==> src/rtl/dram_port_arbiter_if.sv <==
// Requester-side and DRAM-side bus bundle for dram_port_arbiter.
// The slave modport is the arbiter's view; the master modport is the requesters' and DRAM model's view.
interface dram_port_arbiter_if #(
  parameter int unsigned NUM_REQ = 2
) ();
  logic [NUM_REQ*28-1:0] req_addr_i;
  logic [NUM_REQ*32-1:0] req_data_i;
  logic [NUM_REQ-1:0]    req_we_i;
  logic [NUM_REQ-1:0]    req_pop_i;
  logic [31:0]           req_data_o;
  logic [NUM_REQ-1:0]    req_ack_o;
  logic [27:0]           dram0_addr_o;
  logic [31:0]           dram0_data_o;
  logic                  dram0_we_o;
  logic                  dram0_pop_o;
  logic [31:0]           dram0_data_i;
  logic                  dram0_ack_i;

  modport slave (
    input  req_addr_i, req_data_i, req_we_i, req_pop_i, dram0_data_i, dram0_ack_i,
    output req_data_o, req_ack_o, dram0_addr_o, dram0_data_o, dram0_we_o, dram0_pop_o
  );

  modport master (
    output req_addr_i, req_data_i, req_we_i, req_pop_i, dram0_data_i, dram0_ack_i,
    input  req_data_o, req_ack_o, dram0_addr_o, dram0_data_o, dram0_we_o, dram0_pop_o
  );
endinterface

==> src/rtl/dram_port_arbiter.sv <==
// Round-robin arbiter sharing one dram0 peek/poke port among NUM_REQ requesters,
// with per-port pending slots, one outstanding transaction and an ack watchdog.
module dram_port_arbiter #(
  parameter int unsigned NUM_REQ  = 2,
  parameter int unsigned TIMEOUT  = 1024,
  parameter int unsigned TO_W     = 10,
  parameter logic [31:0] ERR_DATA = 32'hdeadbeef
) (
  input  logic               clk,
  input  logic               rst_n,
  dram_port_arbiter_if.slave bus,
  output logic [NUM_REQ-1:0] overflow_o,
  output logic               timeout_o,
  input  logic               clr_status_i
);

  localparam int unsigned AW    = 28;
  localparam int unsigned DW    = 32;
  localparam int unsigned IDX_W = (NUM_REQ > 1) ? $clog2(NUM_REQ) : 1;

  typedef struct packed {
    logic          valid;
    logic          we;
    logic [AW-1:0] addr;
    logic [DW-1:0] data;
  } slot_t;

  typedef enum logic [1:0] {IDLE, ISSUE, WAIT_ACK} state_t;

  state_t                  state_q, state_d;
  slot_t [NUM_REQ-1:0]     slot_q, slot_d;
  logic [IDX_W-1:0]        grant_q, grant_d;
  logic [IDX_W-1:0]        last_q, last_d;
  logic [TO_W-1:0]         wd_q, wd_d;
  logic [AW-1:0]           daddr_q, daddr_d;
  logic [DW-1:0]           ddata_q, ddata_d;
  logic                    dwe_q, dwe_d;
  logic                    dpop_q, dpop_d;
  logic [DW-1:0]           rdata_q, rdata_d;
  logic [NUM_REQ-1:0]      ack_q, ack_d;
  logic [NUM_REQ-1:0]      ovf_q, ovf_d;
  logic                    to_q, to_d;

  logic                    pick_vld;
  logic [IDX_W-1:0]        pick_idx;
  logic [IDX_W-1:0]        scan_idx;
  logic                    grant_fire;

  // First valid slot searching upward from last_grant+1 with wrap.
  always_comb begin
    pick_vld = 1'b0;
    pick_idx = '0;
    scan_idx = '0;
    for (int unsigned i = 1; i <= NUM_REQ; i++) begin
      scan_idx = IDX_W'((32'(last_q) + i) % NUM_REQ);
      if (!pick_vld && slot_q[scan_idx].valid) begin
        pick_vld = 1'b1;
        pick_idx = scan_idx;
      end
    end
  end

  assign grant_fire = (state_q == IDLE) && pick_vld;

  // Pending slots: a strobe refills a slot that is empty or being granted, otherwise it is dropped.
  always_comb begin
    slot_d = slot_q;
    ovf_d  = clr_status_i ? '0 : ovf_q;
    for (int n = 0; n < NUM_REQ; n++) begin
      if (grant_fire && (pick_idx == IDX_W'(n))) begin
        slot_d[n].valid = 1'b0;
      end
      if (bus.req_we_i[n] || bus.req_pop_i[n]) begin
        if (!slot_q[n].valid || (grant_fire && (pick_idx == IDX_W'(n)))) begin
          slot_d[n].valid = 1'b1;
          slot_d[n].we    = bus.req_we_i[n];
          slot_d[n].addr  = bus.req_addr_i[n*AW +: AW];
          slot_d[n].data  = bus.req_data_i[n*DW +: DW];
        end else begin
          ovf_d[n] = 1'b1;
        end
      end
    end
  end

  // Transaction FSM and watchdog; ack beats timeout in the same cycle.
  always_comb begin
    state_d = state_q;
    grant_d = grant_q;
    last_d  = last_q;
    wd_d    = wd_q;
    daddr_d = daddr_q;
    ddata_d = ddata_q;
    dwe_d   = 1'b0;
    dpop_d  = 1'b0;
    rdata_d = rdata_q;
    ack_d   = '0;
    to_d    = clr_status_i ? 1'b0 : to_q;
    case (state_q)
      IDLE: begin
        if (pick_vld) begin
          grant_d = pick_idx;
          last_d  = pick_idx;
          daddr_d = slot_q[pick_idx].addr;
          ddata_d = slot_q[pick_idx].data;
          dwe_d   = slot_q[pick_idx].we;
          dpop_d  = !slot_q[pick_idx].we;
          wd_d    = '0;
          state_d = ISSUE;
        end
      end
      ISSUE, WAIT_ACK: begin
        wd_d    = TO_W'(wd_q + 1'b1);
        state_d = WAIT_ACK;
        if (bus.dram0_ack_i) begin
          rdata_d         = bus.dram0_data_i;
          ack_d[grant_q]  = 1'b1;
          state_d         = IDLE;
        end else if (wd_q == TO_W'(TIMEOUT - 1)) begin
          rdata_d         = ERR_DATA;
          ack_d[grant_q]  = 1'b1;
          to_d            = 1'b1;
          state_d         = IDLE;
        end
      end
      default: state_d = IDLE;
    endcase
  end

  always_ff @(posedge clk or negedge rst_n) begin
    if (!rst_n) begin
      state_q <= IDLE;
      slot_q  <= '0;
      grant_q <= '0;
      last_q  <= IDX_W'(NUM_REQ - 1);
      wd_q    <= '0;
      daddr_q <= '0;
      ddata_q <= '0;
      dwe_q   <= 1'b0;
      dpop_q  <= 1'b0;
      rdata_q <= '0;
      ack_q   <= '0;
      ovf_q   <= '0;
      to_q    <= 1'b0;
    end else begin
      state_q <= state_d;
      slot_q  <= slot_d;
      grant_q <= grant_d;
      last_q  <= last_d;
      wd_q    <= wd_d;
      daddr_q <= daddr_d;
      ddata_q <= ddata_d;
      dwe_q   <= dwe_d;
      dpop_q  <= dpop_d;
      rdata_q <= rdata_d;
      ack_q   <= ack_d;
      ovf_q   <= ovf_d;
      to_q    <= to_d;
    end
  end

  assign bus.dram0_addr_o = daddr_q;
  assign bus.dram0_data_o = ddata_q;
  assign bus.dram0_we_o   = dwe_q;
  assign bus.dram0_pop_o  = dpop_q;
  assign bus.req_data_o   = rdata_q;
  assign bus.req_ack_o    = ack_q;
  assign overflow_o       = ovf_q;
  assign timeout_o        = to_q;

endmodule
==> src/flat_wrapper.sv <==
// flat-port wrapper written by rule: the top's interface ports become plain ports
module dram_port_arbiter_flat 
#(
  parameter int unsigned NUM_REQ  = 2,
  parameter int unsigned TIMEOUT  = 1024,
  parameter int unsigned TO_W     = 10,
  parameter logic [31:0] ERR_DATA = 32'hdeadbeef
)
  (clk, rst_n, overflow_o, timeout_o, clr_status_i, bus_req_addr_i, bus_req_data_i, bus_req_we_i, bus_req_pop_i, bus_dram0_data_i, bus_dram0_ack_i, bus_req_data_o, bus_req_ack_o, bus_dram0_addr_o, bus_dram0_data_o, bus_dram0_we_o, bus_dram0_pop_o);
  dram_port_arbiter_if #(.NUM_REQ(NUM_REQ)) bus_i ();
  input  logic clk;
  input  logic rst_n;
  output logic [NUM_REQ-1:0] overflow_o;
  output logic timeout_o;
  input  logic clr_status_i;
  input wire logic [$bits(bus_i.req_addr_i)-1:0] bus_req_addr_i;
  input wire logic [$bits(bus_i.req_data_i)-1:0] bus_req_data_i;
  input wire logic [$bits(bus_i.req_we_i)-1:0] bus_req_we_i;
  input wire logic [$bits(bus_i.req_pop_i)-1:0] bus_req_pop_i;
  input wire logic [$bits(bus_i.dram0_data_i)-1:0] bus_dram0_data_i;
  input wire logic [$bits(bus_i.dram0_ack_i)-1:0] bus_dram0_ack_i;
  output wire logic [$bits(bus_i.req_data_o)-1:0] bus_req_data_o;
  output wire logic [$bits(bus_i.req_ack_o)-1:0] bus_req_ack_o;
  output wire logic [$bits(bus_i.dram0_addr_o)-1:0] bus_dram0_addr_o;
  output wire logic [$bits(bus_i.dram0_data_o)-1:0] bus_dram0_data_o;
  output wire logic [$bits(bus_i.dram0_we_o)-1:0] bus_dram0_we_o;
  output wire logic [$bits(bus_i.dram0_pop_o)-1:0] bus_dram0_pop_o;
  assign bus_i.req_addr_i = bus_req_addr_i;
  assign bus_i.req_data_i = bus_req_data_i;
  assign bus_i.req_we_i = bus_req_we_i;
  assign bus_i.req_pop_i = bus_req_pop_i;
  assign bus_i.dram0_data_i = bus_dram0_data_i;
  assign bus_i.dram0_ack_i = bus_dram0_ack_i;
  assign bus_req_data_o = bus_i.req_data_o;
  assign bus_req_ack_o = bus_i.req_ack_o;
  assign bus_dram0_addr_o = bus_i.dram0_addr_o;
  assign bus_dram0_data_o = bus_i.dram0_data_o;
  assign bus_dram0_we_o = bus_i.dram0_we_o;
  assign bus_dram0_pop_o = bus_i.dram0_pop_o;
  dram_port_arbiter #(.NUM_REQ(NUM_REQ), .TIMEOUT(TIMEOUT), .TO_W(TO_W), .ERR_DATA(ERR_DATA)) u_core (.clk(clk), .rst_n(rst_n), .bus(bus_i), .overflow_o(overflow_o), .timeout_o(timeout_o), .clr_status_i(clr_status_i));
endmodule
==> config.mk <==
export PLATFORM = sky130hd
export DESIGN_NAME = dram_port_arbiter_flat
export DESIGN_NICKNAME = d
export VERILOG_FILES = /design/src/rtl/dram_port_arbiter_if.sv /design/src/rtl/dram_port_arbiter.sv /design/src/flat_wrapper.sv
export SDC_FILE = /design/constraint.sdc
export NUM_CORES = 1
export LEC_CHECK = 0
export BUFFER_PORTS_ARGS = -buffer_cell sky130_fd_sc_hd__buf_4
export CORE_AREA = 4 4 105 182
export DETAILED_ROUTE_END_ITERATION = 6
export DIE_AREA = 0 0 109 186
export PLACE_DENSITY_LB_ADDON = 0.05
export SYNTH_ARGS = -nofsm -noshare
export SYNTH_HDL_FRONTEND = slang
export SYNTH_SLANG_ARGS = --single-unit
==> constraint.sdc <==
create_clock -name clk -period 3.93 [get_ports clk]
set_input_delay 0.5895 -clock clk [delete_from_list [all_inputs] [get_ports clk]]
set_output_delay 0.5895 -clock clk [all_outputs]
set_load 0.05 [all_outputs]
==> impl_results.md, run 1 <==
- Buf/Inv on CP: 2
- Synth cell count leaders: dfrtp_1 (236), mux2_4 (120), inv_1 (68)
- Netlist cell types: 42
- Post-synth EDFFs: 0
- DRT iter0 DRCs: 508
- Clock Skews: 18.1 ps
- Hold buffer count at cts: 0
- Outcome: complete, no violations
- Post-DP HPWL: 16,700 microns
- Initial Util: 0.563
- Area contributors post-synth: dfrtp_1 (60%), mux2_4 (18%), a222oi_1 (6.1%)
- Post-Syn Nets: 807
- Grt ovf: 0
- Crit path kind: flip-flop to flip-flop
- Max_slew headroom: 0.298
- CTS root buffer: clkbuf_16
- DRT Pass-1 Iters: 6
- WL final: 24,500 microns
- Fin. max-slew vios: 0
- Critical Path Start Type: flip-flop
- Power Density: 1040 nW/um^2
- Clock Power Share: 0.162
- Synthesis-to-finish area growth: 26.8%
- Final hold vios: 0
- Fin cells: about 1,100
- Syn. warnings: 0
- Max Root-Sink Buffers: 3
- Final period utilization: 0.614
- Final setup viols: 0
- R2r worst-path depth: 6
- Met2 Resource Use GR: 0.427
- Most common cell in the netlist: dfrtp_1
- Top cell type's share of synthesized area: 0.599
- Routability cong.: 0.806
- Flop-to-flop setup slack: 1520 ps
- CTS tree: done
- Psw: between 5000 and 6000 uW
- Peak VDD IR: ~0.56 mV
- Quantity of gates resized following cts: 0
- Critical-path cell list: inv_1, ha_1, a21bo_4, o21a_4, buf_12, mux2_4
- CP top delay family: compound AO/OA/AOI/OAI gates
- Register bit total from synthesis: 237
- Critical Path End: u_core.slot_q[107]
- Leading area contributor after synthesis: dfrtp_1
- Worst slew pin tran: 1050 ps
- GRT Total Usage: 0.238
- Primary FF master, synth: dfrtp_1
- # IOs: ~260
- Drt drc: 0
- Die Ht: ~190 microns
- Worst-Skew Late Latency: 490 ps
- Slowest stage delay, CP: 500 ps
- Placed cell count: 1,099
- Cts bufs inserted: 21
- Async S/R FF share, synth: 1.00
- Port Buffers: 258
- CP Capture Type: flip-flop
- Cell area after synthesis: 9860 sq um
- Leak: 0.00626 uW
- Synth Area per Inst: ~15 sq um
- Avg WL per Cell: 21.6 microns
- Setup TNS: 0 ps
- WP data arrival: 2790 ps
- # diodes: 0
- Post-layout nets: between 1,000 and 1,500
- H-tree levels: 1
- FF-to-FF End: u_core.slot_q[107]
- CTS Sinks: 237
- Crit path depth: 6
- Antenna violations before repair: 0
- GR peak layer: met2
- Final ANT Viol Nets: 0
- First-pass GRT wire length: 37,700 microns
- Fin crit period: approximately 2400 ps
- Sequential share of power: 0.342
- P_int: 7700 uW
- Worst hold path type: primary input to async pin
- Vias in the first global route: 7,021
- RSZ-0062 raised after global routing: no
- Net Sw Frac: 0.407
- Total of max-cap violations: 0
- Worst Path Required: 4310 ps
- Slowest-stage cell, CP: o21a_4
- # rows: 64
- Global-route met3 utilization: 0.0580
- FMAX: 414 MHz
- Core footprint: 17,500 sq um
- Worst r2r src: u_core.state_q[0]
- Die span in x: 109 microns
- Synthesized instance count: 645
- Fill cell count: 1,221
- Met1 Resource Use GR: 0.270
- Largest net degree at the start of global routing: 91
- Via density per instance: 5.68
- Reg clk slew, reported paths: around 70 ps
- Crit-path max FO: 35
- Post-CTS repair timing setup buffer count: 0
- Worst Setup SP: u_core.state_q[0]
- Layout cell share with drive strength beyond 1: 0.480
- DR vias: about 6,400
- Sequential area share after synthesis: 0.601
- Die footprint: 20,300 sq um
- Combinational share of power: 0.496
[per-layer routing]
metal	vias up	wire length, microns
met2	288	12900
met4	0	887
met1	3264	8670
li1	2840	-
met5	-	0
met3	55	2050
[sequential cells by signal, indices dropped and copies added, names as in the netlist, 2 cells and up]
register / count
u_core.bus.dram0_data_o: 32
u_core.bus.req_ack_o: 2
u_core.bus.dram0_addr_o: 28
u_core.wd_q: 10
u_core.slot_q: 124
u_core.bus.req_data_o: 32
u_core.overflow_o: 2
u_core.state_q: 2
[stage by stage]
stage | total power, uW | util | hold slack (ps) | setup WS (ps) | cell area [sq um]
finish | 13000 | 0.713 | 94.1 | 1520 | 12500
CTS | 13100 | 0.713 | 126 | 1530 | 12500
global route | 13600 | 0.713 | 149 | 1420 | 12500
global placement | 10700 | 0.674 | 454 | 1590 | 11800
floorplan | 9330 | - | 294 | 2210 | 9860
detailed placement | 10900 | 0.674 | 464 | 1540 | 11800
[power by group through the flow]
stage,logic [uW],clock network (uW),registers (uW)
6_report,6430,2100,4440
5_1_grt,6810,2250,4550
4_1_cts,6480,2150,4430
3_5_place_dp,6460,0,4430
3_3_place_gp,6310,0,4380
2_1_floorplan,3450,0,5880
[final cells by class]
| class | count | area, sq um | area share |
|---|---|---|---|
| clock inverters | 5 | 75.1 | 0.00600 |
| inverters | 68 | 255 | 0.0204 |
| clock buffers | 31 | 623 | 0.0498 |
| flip-flops and latches | 237 | 5930 | 0.474 |
| multi-input cells | 297 | 3280 | 0.262 |
| repair buffers | 266 | 2050 | 0.164 |
| well taps | 231 | 289 | 0.0231 |
[worst min path at each step]
| stage | startpoint | to | slack, ps | depth (start not counted) |
|---|---|---|---|---|
| after floorplan | rst_n | u_core.bus.dram0_addr_o[0] | 290 | 0 |
| after global placement | u_core.grant_q | u_core.bus.req_ack_o[0] | 450 | 1 |
| after detailed placement | u_core.state_q[1] | u_core.state_q[1] | 460 | 2 |
| after CTS | rst_n | u_core.bus.req_data_o[19] | 130 | 1 |
| after global routing | rst_n | u_core.bus.req_data_o[25] | 150 | 1 |
| final | rst_n | u_core.slot_q[28] | 90 | 1 |
[kinds of logic after synthesis]
| group | share of synthesized area |
|---|---|
| flip-flops | 0.601 |
| XOR/XNOR | 0.00444 |
| AND/OR/NAND/NOR | 0.0288 |
| buffers and inverters | 0.0681 |
| multiplexers | 0.184 |
| AO/OA/AOI/OAI | 0.111 |
| adder cells (fa/ha/maj) | 0.00254 |
[cell usage in the layout, fill, tap and decap left out, types with 3 or more instances in the layout]
cell       count
nor3_1         5
clkbuf_8       6
o22a_1        25
clkbuf_1       4
clkbuf_16     21
o21ai_0        4
inv_1         68
a21oi_1        3
a22o_1        11
dfrtp_1      236
nor4_1         3
nand3_1        6
nor2_1        11
clkinv_2       3
a222oi_1      60
buf_4        261
buf_12         4
nand2_1       15
xnor2_1        5
o21a_4         3
mux2_4       120
Power figures use the tool's default switching activity.
==> run 2: changes to the inputs <==
CORE_AREA = 4 4 109 188   (was 4 4 105 182)
DIE_AREA = 0 0 113 192   (was 0 0 109 186)
clock period = 2.52 ns   (was 3.93 ns; I/O delays follow)
==> impl_results.md, run 2 (synthesized netlist as in run 1, its figures left out) <==
- Fill cell count: 1,410 (was 1,221)
- HP Start: bus_dram0_data_i[28]
- Max Root-Sink Buffers: 3 (unchanged)
- Fin cells: 1,161 (was 1,135)
- Antenna violations before repair: 0 (unchanged)
- Drt drc: 0 (unchanged)
- Cts bufs inserted: 22 (was 21)
- Core footprint: 19,000 sq um (was 17,500 sq um)
- Final hold vios: 0 (unchanged)
- Worst r2r src: u_core.state_q[0] (unchanged)
- Via density per instance: 5.62 (was 5.68)
- Fin. max-slew vios: 0 (unchanged)
- Hold Path End: u_core.bus.req_data_o[28]
- Reg clk slew, reported paths: 70 ps (about the same)
- Worst slew pin tran: 937 ps (was 1050 ps)
- # rows: 67 (was 64)
- WP data arrival: 2490 ps (was 2790 ps)
- Largest net degree at the start of global routing: 89 (was 91)
- P_int: 12,100 uW (was 7700 uW)
- Setup TNS: 0 ps (unchanged)
- Total of max-cap violations: 0 (unchanged)
- Combinational share of power: 0.501 (was 0.496)
- R2r worst-path depth: 6 (unchanged)
- CP top delay family: compound AO/OA/AOI/OAI gates (unchanged)
- Port Buffers: 258 (unchanged)
- Clock Power Share: 0.162 (about the same)
- Post-layout nets: 1,067 (was 1,053)
- Final ANT Viol Nets: 0 (unchanged)
- Final period utilization: 0.837 (was 0.614)
- Vias in the first global route: 7,197 (was 7,021)
- Leak: 0.00635 uW (was 0.00626 uW)
- Hold buffer count at cts: 1 (was 0)
- Max_slew headroom: 0.373 (was 0.298)
- Avg WL per Cell: 21.6 microns (about the same)
- Power Density: 1620 nW/um^2 (was 1040 nW/um^2)
- # diodes: 0 (unchanged)
- Die Ht: 192 microns (was 186 microns)
- Buf/Inv on CP: 2 (unchanged)
- Register Area: 5930 sq um (unchanged)
- Number of flip-flops in the largest register: 124 (unchanged)
- Critical Path Start Type: flip-flop (unchanged)
- Synthesis-to-finish area growth: 28.6% (was 26.8%)
- DRT iter0 DRCs: 511 (was 508)
- CTS Sinks: 237 (unchanged)
- Psw: 8350 uW (was 5270 uW)
- Commonest non-fill, non-tap cell in the layout: buf_4 (unchanged)
- WL final: 25,100 microns (was 24,500 microns)
- Most flops, register: u_core.slot_q (unchanged)
- Worst hold path type: primary input to flip-flop (was primary input to async pin)
- Grt ovf: 0 (unchanged)
- Flop-to-flop setup slack: 410 ps (was 1520 ps)
- FF-to-FF End: u_core.slot_q[99] (was u_core.slot_q[107])
- Post-DP HPWL: 17,800 microns (was 16,700 microns)
- Die span in x: 113 microns (was 109 microns)
- Placed cell count: 1,121 (was 1,099)
- Most frequent cells in the layout: buf_4 (270), dfrtp_1 (236), mux2_4 (120), inv_1 (68), a222oi_1 (60) (was buf_4 (261), dfrtp_1 (236), mux2_4 (120), inv_1 (68), a222oi_1 (60))
- Crit-path max FO: 12 (was 35)
- Die footprint: 21,700 sq um (was 20,300 sq um)
- CTS tree: done (unchanged)
- H-tree levels: 1 (unchanged)
- Area of the multi-input gates: 3280 sq um (unchanged)
- Final setup viols: 0 (unchanged)
- # IOs: 259 (unchanged)
- DR vias: 6,521 (was 6,447)
- GRT Total Usage: 0.228 (was 0.238)
- Layout cell share with drive strength beyond 1: 0.487 (was 0.480)
- Critical-path cell list: inv_1, ha_1, a21bo_4, o21a_4, buf_4, mux2_4 (was inv_1, ha_1, a21bo_4, o21a_4, buf_12, mux2_4)
- Initial Util: 0.518 (was 0.563)
- Outcome: complete, no violations (unchanged)
- Quantity of gates resized following cts: 0 (unchanged)
- Hold path cells: 2
- Clock Skews: 11.5 ps (was 18.1 ps)
- Fin crit period: 2110 ps (was 2410 ps)
- Worst-Skew Late Latency: 500 ps (was 490 ps)
- Slowest stage delay, CP: 380 ps (was 500 ps)
- FMAX: 474 MHz (was 414 MHz)
- Slowest-stage cell, CP: dfrtp_1 (was o21a_4)
- Crit path kind: flip-flop to flip-flop (unchanged)
- Worst Path Required: 2900 ps (was 4310 ps)
- RSZ-0062 raised after global routing: no (unchanged)
- First-pass GRT wire length: 39,300 microns (was 37,700 microns)
- Routability cong.: 0.815 (was 0.806)
- Peak VDD IR: 0.918 mV (was 0.559 mV)
- CP Capture Type: flip-flop (unchanged)
- Post-CTS repair timing setup buffer count: 0 (unchanged)
- Sequential share of power: 0.337 (was 0.342)
- Net Sw Frac: 0.407 (about the same)
- DRT Pass-1 Iters: 6 (unchanged)
- CTS root buffer: clkbuf_16 (unchanged)
## run 2: how the worst max path moves through the flow
stage,start,end,slack [ps],cells past startpoint
after floorplan,u_core.state_q[0],u_core.slot_q[0],800,8
after global routing,u_core.state_q[0],u_core.slot_q[99],310,6
final,u_core.state_q[0],u_core.slot_q[99],410,6
after global placement,u_core.state_q[0],u_core.slot_q[94],460,6
after CTS,u_core.state_q[0],u_core.slot_q[99],390,6
after detailed placement,u_core.state_q[0],u_core.slot_q[99],410,6
## run 2: layout make-up
| type | count | area share |
|---|---|---|
| well taps | 241 | 0.0238 |
| flip-flops and latches | 237 | 0.468 |
| multi-input cells | 297 | 0.259 |
| clock inverters | 6 | 0.00483 |
| inverters | 68 | 0.0201 |
| clock buffers | 33 | 0.0523 |
| repair buffers | 279 | 0.173 |
## run 2: power by group through the flow
stage | sequential (uW) | combinational, uW | clock, uW
6_report | 6910 | 10300 | 3320
5_1_grt | 7110 | 10900 | 3550
4_1_cts | 6900 | 10400 | 3390
3_5_place_dp | 6910 | 10400 | 0
3_3_place_gp | 6830 | 10100 | 0
2_1_floorplan | 9170 | 5380 | 0
## run 2: layer usage
layer,GRT usage,part of all wire
met1,0.263,0.36
met2,0.411,0.53
met3,0.0530,0.076
met4,0.0791,0.033
met5,0,0
## run 2: through the flow
stage,power (uW),hold WS (ps),instance area [sq um],utilization,worst slack (ps)
after CTS,20700,68.7,12700,0.667,388
final,20500,89.5,12700,0.667,410
after floorplan,14600,82.4,9860,-,799
after global placement,16900,413,12000,0.628,457
after global routing,21500,78.9,12700,0.667,314
after detailed placement,17300,426,12000,0.628,406
## run 2: worst register-to-register path, cell delays in order (launching register included)
cell     delay (ps)
dfrtp_1         380
inv_1            60
ha_1            380
a21bo_4         220
o21a_4          330
buf_4           300
mux2_4          330
